==> config.mk <==
export PLATFORM = sky130hd
export DESIGN_NAME = ysyx_24100005_mem_arbiter
export DESIGN_NICKNAME = d
export VERILOG_FILES = /design/src/rtl/ysyx_24100005_mem_arbiter.sv
export SDC_FILE = /design/constraint.sdc
export NUM_CORES = 1
export LEC_CHECK = 0
export CORE_AREA = 3 3 123 125
export DETAILED_ROUTE_END_ITERATION = 7
export DIE_AREA = 0 0 126 128
export MAX_ROUTING_LAYER = met4
export PLACE_DENSITY = 0.77
export SLEW_MARGIN = 10
export SYNTH_ARGS = -nofsm -noshare
export SYNTH_HDL_FRONTEND = slang
export SYNTH_SLANG_ARGS = --single-unit
==> constraint.sdc <==
create_clock -name clk -period 2.3 [get_ports clk]
set_input_delay 0.46 -clock clk [delete_from_list [all_inputs] [get_ports clk]]
set_output_delay 0.46 -clock clk [all_outputs]
set_load 0.01 [all_outputs]
==> src/rtl/ysyx_24100005_mem_arbiter.sv <==
// Round-robin arbiter sharing one data-memory port between IFU (m0) and LSU (m1), one transaction at a time.
// Latency: slave sees the request 1 cycle after the master handshake; the response is forwarded combinationally.
// Backpressure: masters stall outside IDLE; the slave response is held until the owning master is ready; watchdog errors out a hung slave.
module ysyx_24100005_mem_arbiter #(
    parameter int ADDR_W  = 32,
    parameter int DATA_W  = 32,
    parameter int TO_W    = 8,
    parameter int TIMEOUT = 200
) (
    input  logic                clk,
    input  logic                rst,

    input  logic                m0_req_valid,
    output logic                m0_req_ready,
    input  logic [ADDR_W-1:0]   m0_addr,
    input  logic                m0_wen,
    input  logic [DATA_W-1:0]   m0_wdata,
    input  logic [DATA_W/8-1:0] m0_wmask,
    output logic                m0_resp_valid,
    input  logic                m0_resp_ready,
    output logic [DATA_W-1:0]   m0_rdata,
    output logic                m0_err,

    input  logic                m1_req_valid,
    output logic                m1_req_ready,
    input  logic [ADDR_W-1:0]   m1_addr,
    input  logic                m1_wen,
    input  logic [DATA_W-1:0]   m1_wdata,
    input  logic [DATA_W/8-1:0] m1_wmask,
    output logic                m1_resp_valid,
    input  logic                m1_resp_ready,
    output logic [DATA_W-1:0]   m1_rdata,
    output logic                m1_err,

    output logic                s_req_valid,
    input  logic                s_req_ready,
    output logic [ADDR_W-1:0]   s_addr,
    output logic                s_wen,
    output logic [DATA_W-1:0]   s_wdata,
    output logic [DATA_W/8-1:0] s_wmask,
    input  logic                s_resp_valid,
    output logic                s_resp_ready,
    input  logic [DATA_W-1:0]   s_rdata
);

    localparam int MASK_W = DATA_W / 8;

    // Watchdog fires on the cycle the counter reaches TIMEOUT-1; TIMEOUT==0 switches it off.
    localparam bit              WD_EN   = (TIMEOUT != 0);
    localparam logic [TO_W-1:0] TO_LAST = TO_W'(TIMEOUT - 1);
    localparam logic [TO_W-1:0] TO_ONE  = TO_W'(1);
    localparam logic [TO_W-1:0] TO_MAX  = {TO_W{1'b1}};

    // S_ERR is the error-response mode: the slave is abandoned and the owner gets err=1.
    typedef enum logic [1:0] {
        S_IDLE = 2'd0,
        S_ADDR = 2'd1,
        S_DATA = 2'd2,
        S_ERR  = 2'd3
    } state_t;

    state_t              state_q;
    state_t              state_d;
    logic                owner_q;
    logic                last_grant_q;
    logic [ADDR_W-1:0]   addr_q;
    logic                wen_q;
    logic [DATA_W-1:0]   wdata_q;
    logic [MASK_W-1:0]   wmask_q;
    logic [TO_W-1:0]     to_cnt_q;

    logic                any_req;
    logic                grant;
    logic                accept;
    logic                owner_resp_ready;
    logic                complete;
    logic                in_flight;
    logic                wd_fire;
    logic [DATA_W-1:0]   rsp_data;

    // Grant and completion qualifiers shared by the FSM and the datapath.
    always_comb begin
        any_req          = m0_req_valid | m1_req_valid;
        // On a tie the master that did not win last time goes; otherwise whichever is asking.
        grant            = (m0_req_valid & m1_req_valid) ? ~last_grant_q : ~m0_req_valid;
        accept           = (state_q == S_IDLE) & any_req;
        owner_resp_ready = owner_q ? m1_resp_ready : m0_resp_ready;
        complete         = (state_q == S_DATA) & s_resp_valid & owner_resp_ready;
        in_flight        = (state_q == S_ADDR) | (state_q == S_DATA);
        // A response landing in the timeout cycle still counts as a normal completion.
        wd_fire          = WD_EN & in_flight & (to_cnt_q == TO_LAST) & ~complete;
        rsp_data         = wen_q ? {DATA_W{1'b0}} : s_rdata;
    end

    // State register.
    always_ff @(posedge clk or negedge rst) begin
        if (!rst) begin
            state_q <= S_IDLE;
        end else begin
            state_q <= state_d;
        end
    end

    // Next-state logic.
    always_comb begin
        state_d = state_q;
        unique case (state_q)
            S_IDLE: begin
                if (any_req) begin
                    state_d = S_ADDR;
                end
            end
            S_ADDR: begin
                if (wd_fire) begin
                    state_d = S_ERR;
                end else if (s_req_ready) begin
                    state_d = S_DATA;
                end
            end
            S_DATA: begin
                if (complete) begin
                    state_d = S_IDLE;
                end else if (wd_fire) begin
                    state_d = S_ERR;
                end
            end
            S_ERR: begin
                if (owner_resp_ready) begin
                    state_d = S_IDLE;
                end
            end
            default: state_d = S_IDLE;
        endcase
    end

    // Request latch, ownership and round-robin history, captured on the master handshake.
    always_ff @(posedge clk or negedge rst) begin
        if (!rst) begin
            owner_q      <= 1'b0;
            last_grant_q <= 1'b1;
            addr_q       <= '0;
            wen_q        <= 1'b0;
            wdata_q      <= '0;
            wmask_q      <= '0;
        end else if (accept) begin
            owner_q      <= grant;
            last_grant_q <= grant;
            addr_q       <= grant ? m1_addr  : m0_addr;
            wen_q        <= grant ? m1_wen   : m0_wen;
            wdata_q      <= grant ? m1_wdata : m0_wdata;
            wmask_q      <= grant ? m1_wmask : m0_wmask;
        end
    end

    // Watchdog counter: cleared on accept, counts saturating while the slave owns the transaction.
    always_ff @(posedge clk or negedge rst) begin
        if (!rst) begin
            to_cnt_q <= '0;
        end else if (accept) begin
            to_cnt_q <= '0;
        end else if (in_flight && (to_cnt_q != TO_MAX)) begin
            to_cnt_q <= to_cnt_q + TO_ONE;
        end
    end

    // Output decode; everything is forced low while reset is held.
    always_comb begin
        m0_req_ready  = 1'b0;
        m1_req_ready  = 1'b0;
        m0_resp_valid = 1'b0;
        m1_resp_valid = 1'b0;
        m0_rdata      = '0;
        m1_rdata      = '0;
        m0_err        = 1'b0;
        m1_err        = 1'b0;
        s_req_valid   = 1'b0;
        s_resp_ready  = 1'b0;
        if (rst) begin
            unique case (state_q)
                S_IDLE: begin
                    m0_req_ready = any_req & ~grant;
                    m1_req_ready = any_req & grant;
                end
                S_ADDR: begin
                    s_req_valid = 1'b1;
                end
                S_DATA: begin
                    s_resp_ready = owner_resp_ready;
                    if (owner_q) begin
                        m1_resp_valid = s_resp_valid;
                        m1_rdata      = rsp_data;
                    end else begin
                        m0_resp_valid = s_resp_valid;
                        m0_rdata      = rsp_data;
                    end
                end
                S_ERR: begin
                    if (owner_q) begin
                        m1_resp_valid = 1'b1;
                        m1_err        = 1'b1;
                    end else begin
                        m0_resp_valid = 1'b1;
                        m0_err        = 1'b1;
                    end
                end
                default: begin
                    s_req_valid = 1'b0;
                end
            endcase
        end
    end

    // Slave request fields come straight from the latch so they hold steady through ADDR.
    always_comb begin
        s_addr  = rst ? addr_q  : '0;
        s_wen   = rst ? wen_q   : 1'b0;
        s_wdata = rst ? wdata_q : '0;
        s_wmask = rst ? wmask_q : '0;
    end

endmodule

Word level (Yosys, flattened, before mapping)
Index checks and enable logic that the tools add are counted.

word-level totals
  register bits = 81
  latch bits = 0
  RAM bits = 0
  memory bits (read-only) = 0
  bits of input ports = 178
  output and inout bits = 141
  word-level logic and storage cells = 82
  memories kept = 0

operators by class
  $add $sub $neg = 1
  multipliers = 0
  divide/modulo/power cells = 0
  $lt $le $gt $ge = 0
  eq/ne operators = 9
  shift operators = 0
  mux-type cells = 46
  bitwise logic cells = 14
  reductions and logical operators = 4

operators by type and width
  operator                                                                count
  32-bit 2-to-1 mux                                                       11
  1-bit 2-to-1 mux                                                        22
  8-bit 2-to-1 mux                                                        2
  2-bit 2-to-1 mux                                                        6
  8-bit by 1-bit adder with 8-bit output (second input constant)          1
  1-bit AND                                                               8
  8-bit equality test (second input constant)                             1
  4-bit 2-to-1 mux                                                        2
  8-bit != test (second input constant)                                   1
  2-bit case mux with 4 select lines                                      1
  3-bit != test (second input constant)                                   2
  2-bit equality test (second input constant)                             2
  2-bit != test (second input constant)                                   2
  1-bit inverter                                                          4
  1-bit case mux with 2 select lines                                      2
  4-bit AND reduction                                                     1
  2-bit by 1-bit equality test with 1-bit output (second input constant)  1
  2-bit zero test                                                         1
  1-bit bitwise OR                                                        2
  2-bit nonzero test                                                      1
  1-bit logical AND                                                       1

Depth between registers and ports, before layout
Gate-level depths: netlist of run 1.

  word-level depth = 8
  mapped depth = 7
  mapped depth without buffers = 6

Worst setup path after synthesis of run 1
OpenSTA, ideal clock, no wires.

  kind = flip-flop to flip-flop
  start = register state_q[1]
  end = register state_q[1]
  arrival time = 1,776 ps
  required time = 2,176 ps
  setup slack = 399 ps
  cell stages (with the launch flop) = 7
  path buffers = 0
  cell sequence = dfrtp_1 inv_1 ha_1 or4b_4 a311oi_4 o21ai_1 a2bb2oi_1

between the ends
  word-level cells in the longest chain between the ends = 7
  elaborated cells on any way between the ends = 18
  those cells by class = eq/ne (7); mux (3); bitwise (6); reduce/logical (2)

RTL lines
  item                                                                                               line         source
  start, declared                                                                                    62           state_t state_q;
  start signal, assigned                                                                             100          state_q <= state_d;
  2-bit equality test                                                                                88, 89, 107
  1-bit AND (2 in a row)                                                                             88           complete = (state_q == S_DATA) & s_resp_valid & owner_resp_ready;
  1-bit inverter                                                                                     91           wd_fire = WD_EN & in_flight & (to_cnt_q == TO_LAST) & ~complete;
  1-bit AND                                                                                          91
  3-bit != test (no source line) / 2-bit 2-to-1 mux (equally long branches)                          --
  4-bit AND reduction (no source line) / 2-bit case mux with 4 select lines (equally long branches)  --

Parallel ways exist; a longest one is shown, timed or not.
A chain may end at the register's enable or synchronous reset.

Worst setup path after layout of run 1
  start = register state_q[0]
  end = output m0_err

between the ends
  word-level cells in the longest chain between the ends = 3

RTL lines
  item                 line  source
  2-bit equality test  179   unique case (state_q)
  1-bit 2-to-1 mux     179
  1-bit 2-to-1 mux     178   if (rst) begin
  end, declared        22    output logic m0_err,

Every way passes these cells.

==> results of run 1 <==
flip-flops by register name, summed over array words and instances (netlist names):
register / flops
wdata_q: 32
wen_q: 1
last_grant_q: 1
addr_q: 32
state_q: 2
to_cnt_q: 8
owner_q: 1
wmask_q: 4
through the flow:
step / total power, mW / TNS, ns
floorplan: 4.50 / 0
global placement: 6.34 / -0.207
detailed placement: 6.44 / -0.317
CTS: 7.75 / 0
global route: 8.28 / -0.0864
finish: 7.65 / 0
cells in the mapped netlist:
master	n
a21boi_0	1
a21oi_1	2
a221oi_1	1
a22oi_1	2
a2bb2oi_1	1
a311oi_4	1
and2_1	71
and3_1	4
and3b_1	1
buf_1	5
buf_2	8
clkbuf_1	28
clkbuf_8	1
dfrtp_1	80
dfstp_2	1
ha_1	6
inv_1	5
mux2_2	1
mux2i_1	71
nand2_1	76
nand2b_1	32
nand3_1	2
nand3b_1	1
nand4_1	2
nand4b_1	1
nor2_1	80
nor2b_1	1
nor3_1	1
nor3b_1	1
nor4_1	1
o2111ai_1	1
o211ai_1	3
o21a_1	1
o21ai_0	73
o21ai_1	2
o21bai_1	1
o22ai_1	1
or4_1	1
or4b_4	1
xor2_1	5
worst max-delay path: cells and delay by family, from the launching register on:
kind                       cells  cell delay (ns)
buffers and inverters          2             0.63
DFF                            1             0.38
adders and majority gates      1             0.25
and+or+nand+nor                1             0.19
repair_timing:
| action | CTS | global route |
|---|---|---|
| pin swaps | 0 | 0 |
| hold buffers | 1 | 0 |
| hold endpoints to repair | 1 | 0 |
| setup endpoints to repair | 69 | 7 |
| gates resized for setup | 71 | 1 |
final timing paths:
| path | start | end | slack (ns) | cells after the start |
|---|---|---|---|---|
| worst max-delay path | state_q[0] | m0_err | 0.06 | 4 |
| worst min-delay path | rst | wdata_q[19] | 0.18 | 2 |
| worst max register to register | state_q[0] | state_q[0] | 0.20 | 7 |
| worst min register to register | addr_q[26] | addr_q[26] | 0.47 | 2 |
| max in group asynchronous | rst | wdata_q[16] | 1.58 | 2 |
| min in group clk | addr_q[26] | addr_q[26] | 0.47 | 2 |
routing by layer:
metal  global-route usage, %  part of all wire [%]
met4                    7.57                   2.8
met5                       -                     0
met1                    22.1                    38
met2                    35.9                    51
met3                    6.17                   8.3
final cells by class:
type	instances	area, um2	area share, %
inverters	5	18.8	0.216
clock inverters	6	42.5	0.489
repair buffers	349	3430	39.4
well taps	180	225	2.59
flip-flops and latches	81	2030	23.3
multi-input cells	449	2720	31.3
clock buffers	10	239	2.75
kinds of logic (layout without fill, tap and decap cells):
kind of cell | count (synthesis) | count (layout)
simple gates | 276 | 276
compound gates | 90 | 90
flops | 81 | 81
mux | 72 | 72
buf+inv | 47 | 370
fa+ha+maj | 6 | 6
xor+xnor | 5 | 5
power groups by stage:
stage / Clock (mW) / Combinational, mW / Sequential (mW)
2_1_floorplan: 0 / 2.17 / 2.33
3_3_place_gp: 0 / 3.94 / 2.40
3_5_place_dp: 0 / 4.01 / 2.44
4_1_cts: 1.39 / 3.94 / 2.41
5_1_grt: 1.45 / 4.33 / 2.50
6_report: 1.36 / 3.88 / 2.41
==> impl_results.md, run 1 <==
- Worst clock skew: 0.00487 ns
- Total wire length: 16400 um
- Area share of the largest cell type after synthesis: 40.7%
- Post-synth cell types: 40
- Sinks on Clock Net: 81
- Pre-antenna DRT Iters: 4
- Iteration-0 DRC Markers: 143
- Measured slew at the worst slew-check pin: 0.619 ns
- PD cells: 879 nW/um2
- Via count: 5007
- Final Hold Viols: 0
- DP Worst Slack: -0.133 ns
- Clock Path Buffers: 2
- Hold WS: 0.176 ns
- CP peak stage delay: 0.48 ns
- Synth Area in XOR/XNOR: 0.890%
- RSZ-0062 raised after global routing: yes
- Switching share of power: 36.1%
- Critical path capture point type: primary output
- Antenna violations before repair: 0
- Max Cap Viol: 0
- Top cells by area, synth: dfrtp_1 (41%), mux2i_1 (14%), and2_1 (9.0%)
- Num CTS Buffers: 9
- Net Switching: 2.76 mW
- Syn nets: 761
- Int Power: 4.88 mW
- Adder-cell share of the synthesized area: 1.53%
- Inserted Diodes: 0
- Nets: 1079
- Commonest non-fill, non-tap cell in the layout: clkdlybuf4s50_1
- Via density per instance: 4.64
- Finished Layout Cells: 1080
- Final period utilization: 97.4%
- Yosys warnings: 0
- Post-Syn Area: 4920 um2
- Most frequent cells in the layout: clkdlybuf4s50_1 (247), nor2_1 (80), dfrtp_1 (80)
- Detailed Place HPWL: 13500 um
- Required time worst endpoint: 1.84 ns
- Total die area: 16100 um2
- Simple-Gate Fraction of Synth Area: 27.4%
- CP Cell Sequence: buf_4 -> ha_1 -> and3b_1 -> clkdlybuf4s50_1
- Top-Level Pins: 319
- Clk_lat worst skew: 0.33 ns
- Combinational share of power: 50.7%
- Die X: 126 um
- PnR worst setup slack: 0.0597 ns
- Layout cells sized above 1: 6.11%
- Worst min-delay path class: primary input to async pin
- Syn-to-layout area delta: 77.0%
- Worst slew margin: 58.8%
- Final std cell area, no fill: 8700 um2
- Mux cell area share after synthesis: 14.7%
- Vias in the first global route: 5035
- First-pass GRT wire length: 25800 um
- Port Buffer Count: 318
- Largest net degree at the start of global routing: 69
- Syn_area_per_cell: 8.52 um2
- Core Area: 14000 um2
- Fin crit period: 2.24 ns
- Crit path max-delay cell type: clkdlybuf4s50_1
- Avg WL per Cell: 15.2 um
- Gr usage total: 20.6%
- Top cell type by total area after synthesis: dfrtp_1
- CP Max Fanout: 5
- Clk pwr share: 17.8%
- Cells after Synth: 577
- Max IR drop VDD: 0.000442 V
- Dpl cells: 1063
- Sequential Power Share: 31.5%
- Dpl cell area: 8490 um2
- Die Span Y: 128 um
- Routability cong.: 0.857
- Worst-path clk slew: 0.06 ns
- Setup-failing EPs final: 0
- Class of the most critical setup path: flip-flop to primary output
- Fillers: 1290
- Drc violations: 0
- FMAX: 446 MHz
- Crit start category: flip-flop
- CTS tree: done
- CTS Root Cell: clkbuf_16
- Cell Rows: 43
- P_leak: 4.17 nW
- Max-slew violation count: 0
- Flops & latches, synth: 81
- Largest family of logic cells by synthesized area: simple AND/OR/NAND/NOR gates
- # Post-CTS Setup Buffers: 0
- Sequential element share of the synthesized area: 41.2%
- Congestion Overflow GR: 0
- Data arrival, critical path: 1.78 ns
- Initial core utilization: 35.2%
- Final core occ: 62.2%
- H-Tree Depth: 3
- Status: complete, no violations
- Compound-Gate Fraction of Synth Area: 10.3%
- ANT nets after route: 0
(Power assumes the default switching activity.)
==> run 2, diff against run 1 <==
Settings changed: GPL_ROUTABILITY_DRIVEN set to 0.
==> results of run 2 <==
Final layout, timing and power as in run 1 (identical DEF).
==> run 3, diff against run 2 <==
Settings changed: ABC_AREA set to 1, DONT_BUFFER_PORTS set to 1, PLACE_DENSITY 0.77 to unset.
==> impl_results.md, run 3 <==
- Int Power: 3.94 mW (was 4.88 mW)
- Commonest non-fill, non-tap cell in the layout: nand2_1 (was clkdlybuf4s50_1)
- Gr usage total: 20.4% (was 20.6%)
- Met3 Use GR: 4.42% (was 6.17%)
- Initial core utilization: 35.2% (about the same)
- Ys flop type: dfrtp_1 (unchanged)
- CTS Root Cell: clkbuf_16 (unchanged)
- Switching share of power: 44.5% (was 36.1%)
- GRT met2 Usage: 34.2% (was 35.9%)
- Area share of the largest cell type after synthesis: 40.7% (about the same)
- Hold WS: -0.178 ns (was 0.176 ns)
- Global Route met1 Usage: 24.3% (was 22.1%)
- Net Switching: 3.16 mW (was 2.76 mW)
- Reg2reg start: state_q[1] (was state_q[0])
- Congestion Overflow GR: 0 (unchanged)
- First-pass GRT wire length: 25300 um (was 25800 um)
- Data arrival, critical path: 1.66 ns (was 1.78 ns)
- Max Cap Viol: 0 (unchanged)
- Via density per instance: 5.01 (was 4.64)
- Nets: 984 (was 1079)
- Detailed Place HPWL: 12300 um (was 13500 um)
- Sinks on Clock Net: 81 (unchanged)
- Status: finished, violations left (was complete, no violations)
- Fin crit period: 2.12 ns (was 2.24 ns)
- Worst R2R Setup Slack: 0.59 ns (was 0.20 ns)
- Setup-failing EPs final: 0 (unchanged)
- Die Span Y: 128 um (unchanged)
- Via count: 4941 (was 5007)
- P_leak: 3.14 nW (was 4.17 nW)
- FMAX: 472 MHz (was 446 MHz)
- Ys async rst share: 100% (unchanged)
- Sequential element share of the synthesized area: 41.2% (about the same)
- Fillers: 1539 (was 1290)
- Most common cell in the synthesized netlist: nand2_1
- Drc violations: 0 (unchanged)
- Flops & latches, synth: 81 (unchanged)
- Pre-antenna DRT Iters: 4 (unchanged)
- Vias in the first global route: 4701 (was 5035)
- Busiest layer in global routing: met2 (unchanged)
- Worst slew margin: 66.3% (was 58.8%)
- H-Tree Depth: 3 (unchanged)
- Total wire length: 16800 um (was 16400 um)
- Largest net degree at the start of global routing: 158 (was 69)
- Syn-to-layout area delta: 19.0% (was 77.0%)
- CTS tree: done (unchanged)
- Clk_lat worst skew: 0.34 ns (was 0.33 ns)
- Syn_area_per_cell: 6.49 um2 (was 8.52 um2)
- Iteration-0 DRC Markers: 283 (was 143)
- Die X: 126 um (unchanged)
- Cell Rows: 43 (unchanged)
- Final period utilization: 92.1% (was 97.4%)
- Total die area: 16100 um2 (unchanged)
- Cells after Synth: 759 (was 577)
- Max IR drop VDD: 0.000480 V (was 0.000442 V)
- Reg2reg path depth: 8 (was 7)
- Crit start category: flip-flop (unchanged)
- Port Buffer Count: 0 (was 318)
- RSZ-0062 raised after global routing: no (was yes)
- PD cells: 1210 nW/um2 (was 879 nW/um2)
- Required time worst endpoint: 1.84 ns (about the same)
- Class of the most critical setup path: flip-flop to primary output (unchanged)
- Combinational share of power: 45.5% (was 50.7%)
- Measured slew at the worst slew-check pin: 0.504 ns (was 0.619 ns)
- CP Max Fanout: 32 (was 5)
- Post-Syn Area: 4920 um2 (about the same)
- Core Area: 14000 um2 (unchanged)
- Post-synth EDFFs: 0 (unchanged)
- Setup_tns: 0 ns (unchanged)
- Max-slew violation count: 0 (unchanged)
- Worst reg2reg path endpoint: to_cnt_q[7] (was state_q[0])
- Num CTS Buffers: 9 (unchanged)
- Clock Path Buffers: 2 (unchanged)
- Top-Level Pins: 319 (unchanged)
- Failing checks: negative hold slack
- ANT nets after route: 0 (unchanged)
- Critical path capture point type: primary output (unchanged)
- Top cell type by total area after synthesis: dfrtp_1 (unchanged)
- Clk pwr share: 19.2% (was 17.8%)
- Final Hold Viols: 80 (was 0)
- Synth top cells by count: nand2_1 (211), nor2_1 (147), a21oi_1 (142) (was dfrtp_1 (80), nor2_1 (80), nand2_1 (76))
- Yosys warnings: 0 (unchanged)
- Sequential Power Share: 35.3% (was 31.5%)
- Most frequent cells in the layout: nand2_1 (211), nor2_1 (147), a21oi_1 (142) (was clkdlybuf4s50_1 (247), nor2_1 (80), dfrtp_1 (80))
- Avg WL per Cell: 17.0 um (was 15.2 um)
- Largest registers: addr_q: 32 flops, wdata_q: 32 flops, to_cnt_q: 8 flops (unchanged)
- Design Power: 7.10 mW (was 7.65 mW)
- Top cells by area, synth: dfrtp_1 (41%), nand2_1 (16%), a21oi_1 (14%) (was dfrtp_1 (41%), mux2i_1 (14%), and2_1 (9.0%))
- Syn nets: 943 (was 761)
- Worst-path clk slew: 0.06 ns (about the same)
- Post-synth cell types: 23 (was 40)
- Layout cells sized above 1: 12.7% (was 6.11%)
- Antenna violations before repair: 1 (was 0)
- Worst min-delay path class: primary input to async pin (unchanged)
- Worst clock skew: 0.0111 ns (was 0.00487 ns)
-- run 3: changes by cell type after synthesis, sizes merged, moves of 10 or more --
| cell | previous run | this run |
|---|---|---|
| a21oi | 2 | 143 |
| nand2 | 76 | 212 |
| inv | 5 | 92 |
| and2 | 71 | 0 |
| mux2i | 71 | 0 |
| nor2 | 80 | 149 |
| o21ai | 75 | 10 |
| nand2b | 32 | 0 |
| buf | 13 | 35 |
| clkbuf | 29 | 12 |
| nand3 | 2 | 12 |
-- run 3: per-layer routing --
| metal | up-vias | part of all wire (%) |
|---|---|---|
| met5 | - | 0 |
| met4 | 0 | 2.0 |
| met3 | 20 | 8.1 |
| met2 | 236 | 50 |
| met1 | 2264 | 40 |
| li1 | 2421 | - |
-- run 3: area by class of cell --
cell class | instances | area [um2] | share of cell area [%]
Antenna cell | 1 | 2.50 | 0.0427
Clock buffer | 11 | 243 | 4.15
Clock inverter | 5 | 41.3 | 0.705
Inverter | 92 | 345 | 5.90
Multi-Input combinational cell | 539 | 2330 | 39.9
Sequential cell | 81 | 2030 | 34.6
Tap cell | 180 | 225 | 3.85
Timing Repair Buffer | 77 | 636 | 10.9
-- run 3: timing repair --
| action | in CTS | in global routing |
|---|---|---|
| hold endpoints to repair | 81 | 81 |
| setup endpoints to repair | 0 | 27 |
| gates resized for setup | 0 | 3 |
| buffers inserted | 0 | 0 |
-- run 3: stage by stage --
step | hold WS, ns | utilization [%] | worst slack, ns | area (um2) | std cells
global route | -0.204 | 41.9 | 0.0404 | 5860 | 986
finish | -0.178 | 41.9 | 0.181 | 5860 | 986
floorplan | 0.164 | - | 0.599 | 4920 | 759
detailed placement | 0.170 | 39.7 | 0.479 | 5560 | 969
global placement | 0.169 | 39.7 | 0.523 | 5560 | 969
CTS | -0.204 | 41.8 | 0.100 | 5840 | 985
-- run 3: kinds of logic after synthesis --
logic type / share of synthesized area, %
fa+ha+maj: 1.53
buf+inv: 11.6
flops: 41.2
xor+xnor: 0.178
simple gates: 29.3
compound gates: 16.2
-- run 3: worst max-delay path by stage --
stage / slack [ns] / startpoint / cells after the start / endpoint
after detailed placement: 0.48 / state_q[0] / 6 / m0_rdata[14]
final: 0.18 / state_q[0] / 6 / m0_rdata[14]
after global routing: 0.04 / state_q[0] / 6 / m0_rdata[16]
after floorplan: 0.60 / state_q[1] / 7 / m1_req_ready
after CTS: 0.10 / state_q[0] / 6 / m0_rdata[14]
after global placement: 0.52 / state_q[0] / 6 / m1_rdata[29]
-- run 3: power groups by stage --
stage | Sequential, mW | Combinational [mW] | Clock [mW]
6_report | 2.51 | 3.23 | 1.36
4_1_cts | 2.51 | 3.27 | 1.42
5_1_grt | 2.60 | 3.66 | 1.47
3_5_place_dp | 2.52 | 3.26 | 0
2_1_floorplan | 2.43 | 2.46 | 0
3_3_place_gp | 2.50 | 3.22 | 0
-- run 3: critical path: stages, from the launching register on --
cell and delay (ns):
dfrtp_1 0.41, inv_1 0.10, ha_1 0.24, nand3_1 0.10, buf_6 0.24, nor2_1 0.08, buf_4 0.15
